===== config.mk =====
export PLATFORM = sky130hd
export DESIGN_NAME = lock_xfer_channel_flat
export DESIGN_NICKNAME = d
export VERILOG_FILES = /design/src/rtl/lock_xfer_channel_if.sv /design/src/rtl/lock_xfer_channel.sv /design/src/flat_wrapper.sv
export SDC_FILE = /design/constraint.sdc
export NUM_CORES = 1
export LEC_CHECK = 0
export ABC_AREA = 1
export CELL_PAD_IN_SITES_DETAIL_PLACEMENT = 0
export CELL_PAD_IN_SITES_GLOBAL_PLACEMENT = 1
export CORE_MARGIN = 8
export CORE_UTILIZATION = 47
export CTS_BUF_LIST = sky130_fd_sc_hd__clkbuf_4
export CTS_CLUSTER_DIAMETER = 60
export CTS_CLUSTER_SIZE = 20
export DETAILED_ROUTE_END_ITERATION = 8
export GPL_ROUTABILITY_DRIVEN = 0
export PLACE_DENSITY_LB_ADDON = 0.25
export SETUP_SLACK_MARGIN = 0.5
export SLEW_MARGIN = 20
export SYNTH_ARGS = -nofsm -noshare
export SYNTH_HDL_FRONTEND = slang
export SYNTH_SLANG_ARGS = --single-unit

===== constraint.sdc =====
create_clock -name clk -period 3.95 [get_ports clk]
set_input_delay 0.79 -clock clk [delete_from_list [all_inputs] [get_ports clk]]
set_output_delay 0.79 -clock clk [all_outputs]
set_load 0.02 [all_outputs]

===== src/rtl/lock_xfer_channel_if.sv =====
// Valid/ready transfer-message link carrying (node, epoch).
// Used on both the grant-facing and accept-facing sides of the channel.
interface lock_xfer_channel_if #(
  parameter int NODE_WIDTH  = 2,
  parameter int EPOCH_WIDTH = 8
);
  logic                   valid;
  logic                   ready;
  logic [NODE_WIDTH-1:0]  node;
  logic [EPOCH_WIDTH-1:0] epoch;

  modport master (
    output valid,
    output node,
    output epoch,
    input  ready
  );

  modport slave (
    input  valid,
    input  node,
    input  epoch,
    output ready
  );
endinterface


===== src/rtl/lock_xfer_channel.sv =====
// In-order transfer-message queue that discards stale epochs,
// null epochs and out-of-range destinations.
module lock_xfer_channel #(
  parameter int DEPTH       = 4,
  parameter int NUM_NODES   = 4,
  parameter int NODE_WIDTH  = 2,
  parameter int EPOCH_WIDTH = 8,
  localparam int AW = $clog2(DEPTH),
  localparam int CW = AW + 1
) (
  input  logic                clk,
  input  logic                rst_n,
  lock_xfer_channel_if.slave  in_if,
  lock_xfer_channel_if.master out_if,
  output logic [CW-1:0]       count,
  output logic [7:0]          drop_cnt
);

  localparam int NSLOT = 2 ** NODE_WIDTH;
  localparam logic [CW-1:0] DEPTH_C = CW'(DEPTH);
  localparam logic [NODE_WIDTH:0] NN_C = (NODE_WIDTH+1)'(NUM_NODES);

  logic [NODE_WIDTH-1:0]  mem_node [DEPTH];
  logic [EPOCH_WIDTH-1:0] mem_ep   [DEPTH];
  logic [EPOCH_WIDTH-1:0] hi_ep    [NSLOT];
  logic [AW-1:0]          wr_ptr;
  logic [AW-1:0]          rd_ptr;

  logic                   empty;
  logic                   stale;
  logic                   push;
  logic                   bad;
  logic                   store;
  logic                   deliver;
  logic                   pop;
  logic [NODE_WIDTH-1:0]  head_node;
  logic [EPOCH_WIDTH-1:0] head_ep;
  logic [1:0]             drops;
  logic [8:0]             drop_sum;

  assign empty     = (count == '0);
  assign head_node = mem_node[rd_ptr];
  assign head_ep   = mem_ep[rd_ptr];
  assign stale     = !empty && (head_ep <= hi_ep[head_node]);

  assign in_if.ready  = (count < DEPTH_C);
  assign out_if.valid = !empty && !stale;
  assign out_if.node  = empty ? '0 : head_node;
  assign out_if.epoch = empty ? '0 : head_ep;

  assign push    = in_if.valid && in_if.ready;
  assign bad     = (in_if.epoch == '0) || ({1'b0, in_if.node} >= NN_C);
  assign store   = push && !bad;
  assign deliver = out_if.valid && out_if.ready;
  assign pop     = deliver || stale;

  // Null/invalid push and stale pop can both land in one cycle.
  assign drops    = {1'b0, push && bad} + {1'b0, stale};
  assign drop_sum = {1'b0, drop_cnt} + {7'b0, drops};

  always_ff @(posedge clk or negedge rst_n) begin
    if (!rst_n) begin
      wr_ptr   <= '0;
      rd_ptr   <= '0;
      count    <= '0;
      drop_cnt <= '0;
      for (int i = 0; i < NSLOT; i++) hi_ep[i] <= '0;
    end else begin
      if (store) wr_ptr <= wr_ptr + 1'b1;
      if (pop)   rd_ptr <= rd_ptr + 1'b1;
      if (deliver) hi_ep[head_node] <= head_ep;
      unique case ({store, pop})
        2'b10:   count <= count + 1'b1;
        2'b01:   count <= count - 1'b1;
        default: count <= count;
      endcase
      drop_cnt <= drop_sum[8] ? 8'hff : drop_sum[7:0];
    end
  end

  always_ff @(posedge clk) begin
    if (store) begin
      mem_node[wr_ptr] <= in_if.node;
      mem_ep[wr_ptr]   <= in_if.epoch;
    end
  end

endmodule


===== src/flat_wrapper.sv =====
// flat-port wrapper written by rule: the top's interface ports become plain ports
module lock_xfer_channel_flat 
#(
  parameter int DEPTH       = 4,
  parameter int NUM_NODES   = 4,
  parameter int NODE_WIDTH  = 2,
  parameter int EPOCH_WIDTH = 8,
  localparam int AW = $clog2(DEPTH),
  localparam int CW = AW + 1
)
  (clk, rst_n, count, drop_cnt, in_if_valid, in_if_node, in_if_epoch, in_if_ready, out_if_valid, out_if_node, out_if_epoch, out_if_ready);
  lock_xfer_channel_if #(.NODE_WIDTH(NODE_WIDTH), .EPOCH_WIDTH(EPOCH_WIDTH)) in_if_i ();
  lock_xfer_channel_if #(.NODE_WIDTH(NODE_WIDTH), .EPOCH_WIDTH(EPOCH_WIDTH)) out_if_i ();
  input  logic clk;
  input  logic rst_n;
  output logic [CW-1:0] count;
  output logic [7:0] drop_cnt;
  input wire logic [$bits(in_if_i.valid)-1:0] in_if_valid;
  input wire logic [$bits(in_if_i.node)-1:0] in_if_node;
  input wire logic [$bits(in_if_i.epoch)-1:0] in_if_epoch;
  output wire logic [$bits(in_if_i.ready)-1:0] in_if_ready;
  output wire logic [$bits(out_if_i.valid)-1:0] out_if_valid;
  output wire logic [$bits(out_if_i.node)-1:0] out_if_node;
  output wire logic [$bits(out_if_i.epoch)-1:0] out_if_epoch;
  input wire logic [$bits(out_if_i.ready)-1:0] out_if_ready;
  assign in_if_i.valid = in_if_valid;
  assign in_if_i.node = in_if_node;
  assign in_if_i.epoch = in_if_epoch;
  assign in_if_ready = in_if_i.ready;
  assign out_if_valid = out_if_i.valid;
  assign out_if_node = out_if_i.node;
  assign out_if_epoch = out_if_i.epoch;
  assign out_if_i.ready = out_if_ready;
  lock_xfer_channel #(.DEPTH(DEPTH), .NUM_NODES(NUM_NODES), .NODE_WIDTH(NODE_WIDTH), .EPOCH_WIDTH(EPOCH_WIDTH)) u_core (.clk(clk), .rst_n(rst_n), .in_if(in_if_i), .out_if(out_if_i), .count(count), .drop_cnt(drop_cnt));
endmodule

==> results of run 1 <==
## critical path, stage by stage, from the launching register on
cell and delay (ps):
dfrtp_2 470, clkinv_4 120, nand2_2 80, nand3_2 80
nand2_4 170, buf_12 130, nand2_8 80, o22ai_1 120
nor2_1 80, ha_1 290, nand2_1 80, nor2_2 170
nand4_1 200, nand3_2 130, inv_2 40, buf_6 120
## area by class of cell
class | instances | area [sq um]
Inverter | 76 | 300
Multi-Input combinational cell | 284 | 1890
Fill cell | 783 | 3620
Clock inverter | 5 | 58.8
Tap cell | 111 | 139
Timing Repair Buffer | 79 | 728
Sequential cell | 87 | 2380
Clock buffer | 11 | 82.6
## registers in the layout, indices dropped and copies added, names as in the netlist
name / count
u_core.hi_ep: 32
u_core.drop_cnt: 8
u_core.mem_ep: 32
u_core.mem_node: 8
u_core.rd_ptr: 2
u_core.wr_ptr: 2
u_core.count: 3
## logic make-up after synthesis
logic type / share of synthesized area [%]
xor+xnor: 0.789
buf+inv: 8.90
simple gates: 17.8
compound gates: 14.2
fa+ha+maj: 4.85
flops: 53.5
## per-layer routing
layer	vias up	global-route usage (%)	share of wire [%]
met5	-	0	0
met4	0	5.60	0.93
li1	1672	-	-
met2	73	26.3	49
met3	8	4.10	5.5
met1	1622	22.3	45
## placed cells by master (no fill, tap or decap), types with 4 or more instances in the layout
| cell type | count |
|---|---|
| o22ai_2 | 4 |
| o22ai_1 | 9 |
| nand3_1 | 32 |
| inv_1 | 64 |
| dlymetal6s2s_1 | 7 |
| inv_2 | 9 |
| a32oi_2 | 5 |
| edfxtp_1 | 40 |
| nand2_2 | 11 |
| clkbuf_4 | 11 |
| clkdlybuf4s50_1 | 27 |
| ha_1 | 12 |
| o21bai_1 | 29 |
| a21oi_2 | 4 |
| dfrtp_1 | 46 |
| a21oi_1 | 10 |
| nand2_1 | 85 |
| nor2_2 | 4 |
| nand3_2 | 5 |
| buf_4 | 41 |
| nor2_1 | 31 |
## worst max-delay path by stage
stage / startpoint / endpoint / slack (ps) / cells after the start
floorplan: u_core.rd_ptr[0] / u_core.count[2] / 620 / 21
global placement: u_core.rd_ptr[0] / out_if_valid / 90 / 16
detailed placement: u_core.rd_ptr[0] / u_core.drop_cnt[2] / 20 / 24
CTS: u_core.rd_ptr[0] / out_if_valid / 350 / 20
global route: u_core.rd_ptr[0] / out_if_valid / 200 / 20
finish: u_core.rd_ptr[0] / out_if_valid / 350 / 15
## cell usage after synthesis (2+ instances only)
cell | n | area share (%)
edfxtp_1 | 40 | 27
a31oi_2 | 2 | 0.56
nand2_1 | 98 | 8.3
buf_6 | 4 | 1.0
o21bai_2 | 3 | 0.76
o21bai_1 | 29 | 4.9
a21oi_1 | 14 | 1.6
buf_2 | 7 | 0.79
inv_2 | 8 | 0.68
a21oi_4 | 2 | 0.73
buf_4 | 2 | 0.34
nor2_1 | 36 | 3.0
o21ai_0 | 6 | 0.68
a31oi_1 | 2 | 0.28
a32oi_2 | 6 | 2.2
fa_1 | 2 | 0.90
nand2_2 | 3 | 0.42
a22oi_1 | 2 | 0.34
clkbuf_1 | 3 | 0.25
nand4_1 | 2 | 0.28
nor3_1 | 3 | 0.34
nand3_1 | 36 | 4.1
ha_1 | 14 | 3.9
xor2_1 | 3 | 0.59
dfrtp_1 | 47 | 26
o22ai_1 | 14 | 2.0
inv_1 | 68 | 5.7
## metrics by stage
stage / hold WS (ps) / setup WS, ps
finish: 355 / 351
floorplan: 494 / 623
CTS: 374 / 345
global route: 385 / 201
detailed placement: 515 / 23.6
global placement: 517 / 93.8
## what timing repair did
action / in CTS / in global routing
buffers inserted: 15 / 6
resized for setup: 42 / 40
endpoints found under the hold margin: 0 / 0
setup endpoints to repair: 15 / 18
pin swaps: 14 / 18
==> impl_metrics.yaml, run 1 <==
clock_tree:
  clk_pin_slew_ps: 150
  cts.sinks: 87
  h-tree-depth: 3
  root_buffer: "clkbuf_4"
  cts_tree: "done"
  cts-buffers-inserted: 9
  ctsHoldBuffers: 0
  clk_path_buf_depth: 2
  clk_latency_ps: 440
route:
  wire_per_inst_um: 16.1
  viasPerCell: 5.17
  drt_first_pass_iters: 4
  postRouteAntennaNets: 0
  drc: 0
  finalWirelength_mm: 10.5
  vias: 3375
  dr.first_iter.drc_count: 188
final_layout:
  area_growth_pct: 25.6
  final_core_utilization_pct: 60.7
  stdcell_area_sq_mm: 0.00558
  instances_no_fill: 653
  diodes: 0
  drive_gt1_share_pct: 24.5
  layout.nets: 567
sta:
  final_hold_viol_count: 0
  period_minus_slack_ps: 3600
  report.final.setup_viol: 0
  worst_clock_skew_ps: 19.8
  final-max-slew-violation-count: 0
  finalCritPeriodShare_pct: 91.1
  relSlewSlack_pct: 56.8
  rsz0062_at_grt: "true"
  fmax_mhz: 278
  tightest_slew_ps: 648
  tns_ps: 0
synthesis:
  syn_nets: 494
  syn_area_sq_mm: 0.00444
  synthCells: 464
  synth_cell_type_count: 35
  synth-async-reset-ratio_pct: 54.0
  ys.flop_type: "dfrtp_1"
  synth_warnings: 0
  synth_edf_count: 40
  syn_avg_cell_area_sq_um: 9.57
  synth-seq-cells: 87
  ys_seq_area_share_pct: 53.5
global_route:
  grt_pass1_vias: 3377
  gr-usage-all-layers_pct: 16.8
  grt_max_degree: 48
  overflow: 0
  antenna_found_initial: 0
  grt_pass1_wl_mm: 16.9
critical_path:
  worstPathArrival_ps: 2810
  r2r_slack_ps: 460
  cp-start-kind: "flop"
  critPathRequiredTime_ps: 3160
  r2r-start: "u_core.rd_ptr[0]"
  cp_max_fo: 16
  end_kind: "output pin"
  path_class: "reg -> out"
  reg2regPathDepth: 29
  rr_endpoint: "u_core.drop_cnt[3]"
floorplanning:
  die_h_um: 113
  core-area_sq_mm: 0.00920
  initial_core_util_pct: 48.3
  die_w_um: 113
  ios: 37
  dieArea_sq_mm: 0.0128
  row_count: 35
place:
  placed_area_sq_mm: 0.00499
  dp_hpwl_mm: 6.97
  dp_cells: 616
  place.port_buffers: 36
worst_hold_path:
  hp-class: "in -> async"
outcome:
  run_status: "finished clean"
flow_run:
  drv_cap: 0
Power of run 1 is left out: the tool's default activity adds up to more than one toggle a clock period on the data nets, which glitch-free logic cannot reach.
==> run 2, diff against run 1 <==
Settings changed: CELL_PAD_IN_SITES_DETAIL_PLACEMENT 0 to unset, CELL_PAD_IN_SITES_GLOBAL_PLACEMENT 1 to unset, CORE_MARGIN 8 to 10, CORE_UTILIZATION 47 to 60.
==> run 2 against run 1 <==
Effect of this change:
- sequential share of layout area is 0.45 points higher
- fmax decreased by 3.4%
- first-iteration DRC count rose by 81%
- flip-flop and latch count stayed put
- clock-buffer cell count down 2
- global-route usage increased by 1.4 points
- cell area shrank 0.99%
- routed wire length fell by 1.3%
- non-clock buffer count is 3 lower
- clock skew down 0.85 ps
- worst setup slack got worse by 130 ps
- critical endpoint unchanged
- largest cell class unchanged
==> impl_metrics.yaml, run 2 (synthesized netlist as in run 1, its figures left out) <==
final_layout:
  mostFrequentLayoutCells: "nand2_1 (86), inv_1 (64), dfrtp_1 (45)"
  area_growth_pct: 24.4
  layout_commonest_cell: "nand2_1"
  fillers: 498
  diodes: 0
  instances_no_fill: 639
  reg_top3: "u_core.hi_ep (32), u_core.mem_ep (32)"
  stdcell_area_sq_mm: 0.00552
  drive_gt1_share_pct: 22.8
  layout.nets: 565
  final_core_utilization_pct: 76.6
critical_path:
  end_kind: "output pin"
  crit_chain: "nand2_2, nand2_2, a21oi_4, nor2_4, buf_12, buf_12, nor2_8, inv_8, o22ai_2, nor2_1, ha_1, nand2_2, nor2_4, nand4_1, buf_4, nand3_4, inv_2, buf_6"
  crit_buf_inv: 6
  cp_max_fo: 7
  crit_path_start: "u_core.rd_ptr[0]"
  worstPathArrival_ps: 2940
  rr_endpoint: "u_core.count[2]"
  path_common_cell: "nand2_2"
  critPathRequiredTime_ps: 3160
  max_stage_delay_ps: 490
  path_depth: 18
  cp_slowest_cell: "dfrtp_2"
  path_class: "reg -> out"
  r2r-start: "u_core.rd_ptr[0]"
  reg2regPathDepth: 24
  worstSetupEndpoint: "out_if_valid"
  r2r_slack_ps: 350
  cp-start-kind: "flop"
  crit_family: "simple AND/OR/NAND/NOR gates"
global_route:
  gr-usage-all-layers_pct: 18.2
  grt_pass1_wl_mm: 16.4
  antenna_found_initial: 0
  grt_max_degree: 48
  grt_pass1_vias: 3414
  overflow: 0
place:
  dp_cells: 602
  placed_area_sq_mm: 0.00496
  dp_hpwl_mm: 6.84
  place.port_buffers: 36
sta:
  rsz0062_at_grt: "true"
  tightest_slew_ps: 615
  finalCritPeriodShare_pct: 94.4
  report.final.setup_viol: 0
  relSlewSlack_pct: 59.0
  final_hold_viol_count: 0
  tns_ps: 0
  final-max-slew-violation-count: 0
  worst_clock_skew_ps: 18.9
  fmax_mhz: 268
  period_minus_slack_ps: 3730
floorplanning:
  die_h_um: 106
  row_count: 31
  die_w_um: 106
  dieArea_sq_mm: 0.0112
  ios: 37
  initial_core_util_pct: 61.6
  core-area_sq_mm: 0.00721
route:
  postRouteAntennaNets: 0
  vias: 3465
  drc: 0
  drt_first_pass_iters: 4
  dr.first_iter.drc_count: 341
  finalWirelength_mm: 10.3
  viasPerCell: 5.42
  wire_per_inst_um: 16.2
worst_hold_path:
  hp-class: "in -> async"
flow_run:
  drv_cap: 0
clock_tree:
  cts.sinks: 87
  ctsHoldBuffers: 0
  cts_tree: "done"
  h-tree-depth: 3
  clk_pin_slew_ps: 140
  clk_latency_ps: 440
  cts-buffers-inserted: 9
  root_buffer: "clkbuf_4"
  clk_path_buf_depth: 2
outcome:
  run_status: "finished clean"
[run 2: repair_timing]
action	4_1_cts	5_1_grt
setup buffers	13	7
gates cloned	0	1
endpoints found under the setup margin	16	17
resized for setup	28	36
pin swaps	8	15
[run 2: cell type report]
class	instances	area, sq um	share of cell area (%)
clock buffer	9	67.6	1.22
clock inverter	7	95.1	1.72
inverter	76	295	5.35
multi-input combinational	284	1840	33.4
sequential	87	2380	43.1
tap	99	124	2.24
timing repair buffer	76	712	12.9
timing repair inverter	1	6.26	0.113
[run 2: how the worst min path moves through the flow]
stage               slack, ps        startpoint  depth (start not counted)               end
detailed placement        510   u_core.count[0]                          1   u_core.count[0]
CTS                       540   u_core.count[0]                          1   u_core.count[0]
finish                    330             rst_n                          1   u_core.hi_ep[5]
floorplan                 490             rst_n                          0   u_core.count[0]
global placement          520  u_core.wr_ptr[0]                          1  u_core.wr_ptr[0]
global route              380             rst_n                          1  u_core.hi_ep[20]
[run 2: worst reg2reg max path: stages, from the launching register on]
cell	delay, ps
dfrtp_2	490
nand2_2	90
nand2_2	60
a21oi_4	130
nor2_4	60
buf_12	130
buf_12	120
nor2_8	150
inv_8	70
o22ai_2	110
nor2_1	70
ha_1	300
nand2_2	80
nor2_4	130
nand4_1	120
buf_4	160
nand2_1	80
nand2_2	70
nand2_2	90
ha_2	180
inv_2	50
fa_1	390
a21oi_2	140
o21ai_1	80
xor2_1	140
[run 2: metrics by stage]
step / hold slack (ps) / setup slack, ps
2_1_floorplan: 494 / 623
3_3_place_gp: 521 / 127
3_5_place_dp: 514 / 44.6
4_1_cts: 540 / 325
5_1_grt: 375 / 86.3
6_report: 333 / 223
[run 2: per-layer routing]
metal	share of wire [%]	global-route usage [%]	routed length, um	up-vias
met1	42	22.5	4300	1658
met3	7.1	4.89	739	22
met5	0	0	0	-
met4	2.3	7.54	237	0
li1	-	-	-	1671
met2	49	29.5	5070	114
Power of run 2 is left out for the same reason.
==> run 3, diff against run 2 <==
Settings changed: ABC_AREA 1 to unset, CORE_UTILIZATION 60 to 59.
Clock period 3.95 ns to 4.07 ns, I/O delays scaled along.
==> run 3 against run 2 <==
Effect of this change:
- sequential share of layout area rose by 4.6 points
- die area fell by 6.7%
- flip-flop and latch count is the same
- largest cell class unchanged
- clock skew is 6.6 ps lower
- core utilization up 0.63 points
- critical endpoint unchanged
- clock-buffer cell count did not move
- highest routed layer unchanged
==> impl_metrics.yaml, run 3 <==
route:
  wire_per_inst_um: 19.8
  postRouteAntennaNets: 0
  drc: 0
  finalWirelength_mm: 7.91
  viasPerCell: 5.71
  vias: 2280
  dr.first_iter.drc_count: 77
  drt_first_pass_iters: 4
final_layout:
  layout_commonest_cell: "dfrtp_1"
  area_growth_pct: 24.4
  final_core_utilization_pct: 77.2
  reg_top3: "u_core.hi_ep (32), u_core.mem_ep (32)"
  seq_area_sq_mm: 0.00238
  multi_input_area_sq_mm: 0.00171
  mostFrequentLayoutCells: "dfrtp_1 (47), edfxtp_1 (40), clkdlybuf4s50_1 (34)"
  fillers: 370
  drive_gt1_share_pct: 37.9
  diodes: 0
  layout.nets: 347
synthesis:
  synth_edf_count: 40
  syn_nets: 284
  syn_area_sq_mm: 0.00401
  synth_warnings: 0
  synth-async-reset-ratio_pct: 54.0
  ys_seq_area_share_pct: 59.3
  synthCells: 254
  synth_top_area_share_pct: 30.0
  ys.flop_type: "dfrtp_1"
  synth_area_leaders: "edfxtp_1 (30%), dfrtp_1 (29%), mux4_2 (10%)"
  synth.most_common_cell: "dfrtp_1"
  synth_common_cells: "dfrtp_1 (47), edfxtp_1 (40), mux2_2 (25), mux4_2 (18), inv_1 (15)"
  synth-seq-cells: 87
  yosysTopAreaCell: "edfxtp_1"
  syn_avg_cell_area_sq_um: 15.8
  synth_cell_type_count: 40
floorplanning:
  die_w_um: 102
  die_h_um: 102
  row_count: 29
  core-area_sq_mm: 0.00646
  ios: 37
  dieArea_sq_mm: 0.0105
  initial_core_util_pct: 62.0
global_route:
  grt_pass1_wl_mm: 12.0
  gr-usage-all-layers_pct: 15.1
  grt_pass1_vias: 2352
  grt_max_degree: 48
  overflow: 0
  antenna_found_initial: 0
critical_path:
  end_kind: "output pin"
  cp_max_fo: 4
  crit_chain: "mux4_2, mux4_2, inv_2, ha_4, nor2b_4, o211ai_1, a21oi_2, o21ai_2, nor2_1, buf_4"
  max_stage_delay_ps: 590
  cp_slowest_cell: "mux4_2"
  path_class: "reg -> out"
  cp-start-kind: "flop"
  path_common_cell: "mux4_2"
  critPathRequiredTime_ps: 3260
  worstPathArrival_ps: 3100
sta:
  period_minus_slack_ps: 3910
  final-max-slew-violation-count: 0
  rsz0062_at_grt: "true"
  tightest_slew_ps: 602
  tns_ps: 0
  fmax_mhz: 256
  worst_clock_skew_ps: 12.3
  finalCritPeriodShare_pct: 96.1
  final_hold_viol_count: 0
  relSlewSlack_pct: 59.9
  report.final.setup_viol: 0
flow_run:
  drv_cap: 0
clock_tree:
  cts.sinks: 87
  cts_tree: "done"
  h-tree-depth: 3
  clk_latency_ps: 430
  cts-buffers-inserted: 9
  root_buffer: "clkbuf_4"
  clk_pin_slew_ps: 160
  clk_path_buf_depth: 2
  ctsHoldBuffers: 0
worst_hold_path:
  hp-class: "in -> async"
outcome:
  run_status: "finished clean"
place:
  place.port_buffers: 36
  dp_hpwl_mm: 5.33
==> run 3: cell types whose count changed in the layout (fill, tap and decap cells not counted), sizes merged, moves of 11 or more <==
cell / change
a21oi: -11
inv: -59
o21bai: -32
nor2b: +14
nor2: -33
mux4: +18
buf: -17
nand3: -34
mux2: +33
nand2: -92
o22ai: -14
==> run 3: cell type report <==
class / count / share of cell area (%)
Clock buffer: 9 / 1.36
Clock inverter: 7 / 1.96
Inverter: 15 / 1.13
Multi-Input combinational cell: 145 / 34.3
Sequential cell: 87 / 47.7
Tap cell: 77 / 1.93
Timing Repair Buffer: 59 / 11.6
==> run 3: final timing paths <==
kind,start,endpoint,slack [ps],cells after the start
max,u_core.rd_ptr[0],out_if_valid,160,10
min,rst_n,u_core.hi_ep[26],360,1
max reg2reg,u_core.rd_ptr[0],u_core.drop_cnt[6],180,16
min reg2reg,u_core.hi_ep[5],u_core.hi_ep[5],520,1
max in group asynchronous,rst_n,u_core.hi_ep[5],3290,1
min in group clk,u_core.hi_ep[5],u_core.hi_ep[5],520,1
==> run 3: layer usage <==
metal / track usage, % / up-vias / routed length, um
met3: 4.86 / 9 / 281
met1: 18.6 / 1165 / 3380
met2: 25.1 / 37 / 4130
met4: 4.34 / 0 / 111
li1: - / 1069 / -
met5: 0 / - / 0
==> run 3: repair_timing <==
action                                 4_1_cts  5_1_grt
cloned                                       0        0
buffers inserted                             6        9
endpoints found under the hold margin        0        0
setup endpoints to repair                   19       43
pin swaps                                    6        8
gates resized for setup                     19       14
==> run 3: metrics by stage <==
stage          area, sq um  setup WS [ps]  hold slack, ps  instances
6_report              4990            157             357        399
5_1_grt               4990          0.797             368        399
3_5_place_dp          4530            158             495        368
2_1_floorplan         4060            407             475        254
3_3_place_gp          4530            169             485        368
4_1_cts               4820            182             528        390
==> run 3: logic make-up (layout without fill, tap and decap cells) <==
logic type | after synthesis | count (layout) | synth area share [%]
and+or+nand+nor | 54 | 54 | 8.18
buffers and inverters | 22 | 90 | 2.50
DFF | 87 | 87 | 59.3
AOI/OAI and AO/OA | 15 | 15 | 2.50
xor gates and xnor gates | 8 | 8 | 1.75
muxes | 52 | 52 | 20.4
adders and majority gates | 16 | 16 | 5.37
==> run 3: worst max-delay path: cells and delay by family, from the launching register on <==
family / cells / cell delay (ps)
multiplexers: 2 / 1050
AO/OA/AOI/OAI: 3 / 570
flip-flops: 1 / 430
buffers and inverters: 2 / 250
adder cells (fa/ha/maj): 1 / 200
AND/OR/NAND/NOR: 2 / 180
Power of run 3 is left out for the same reason.
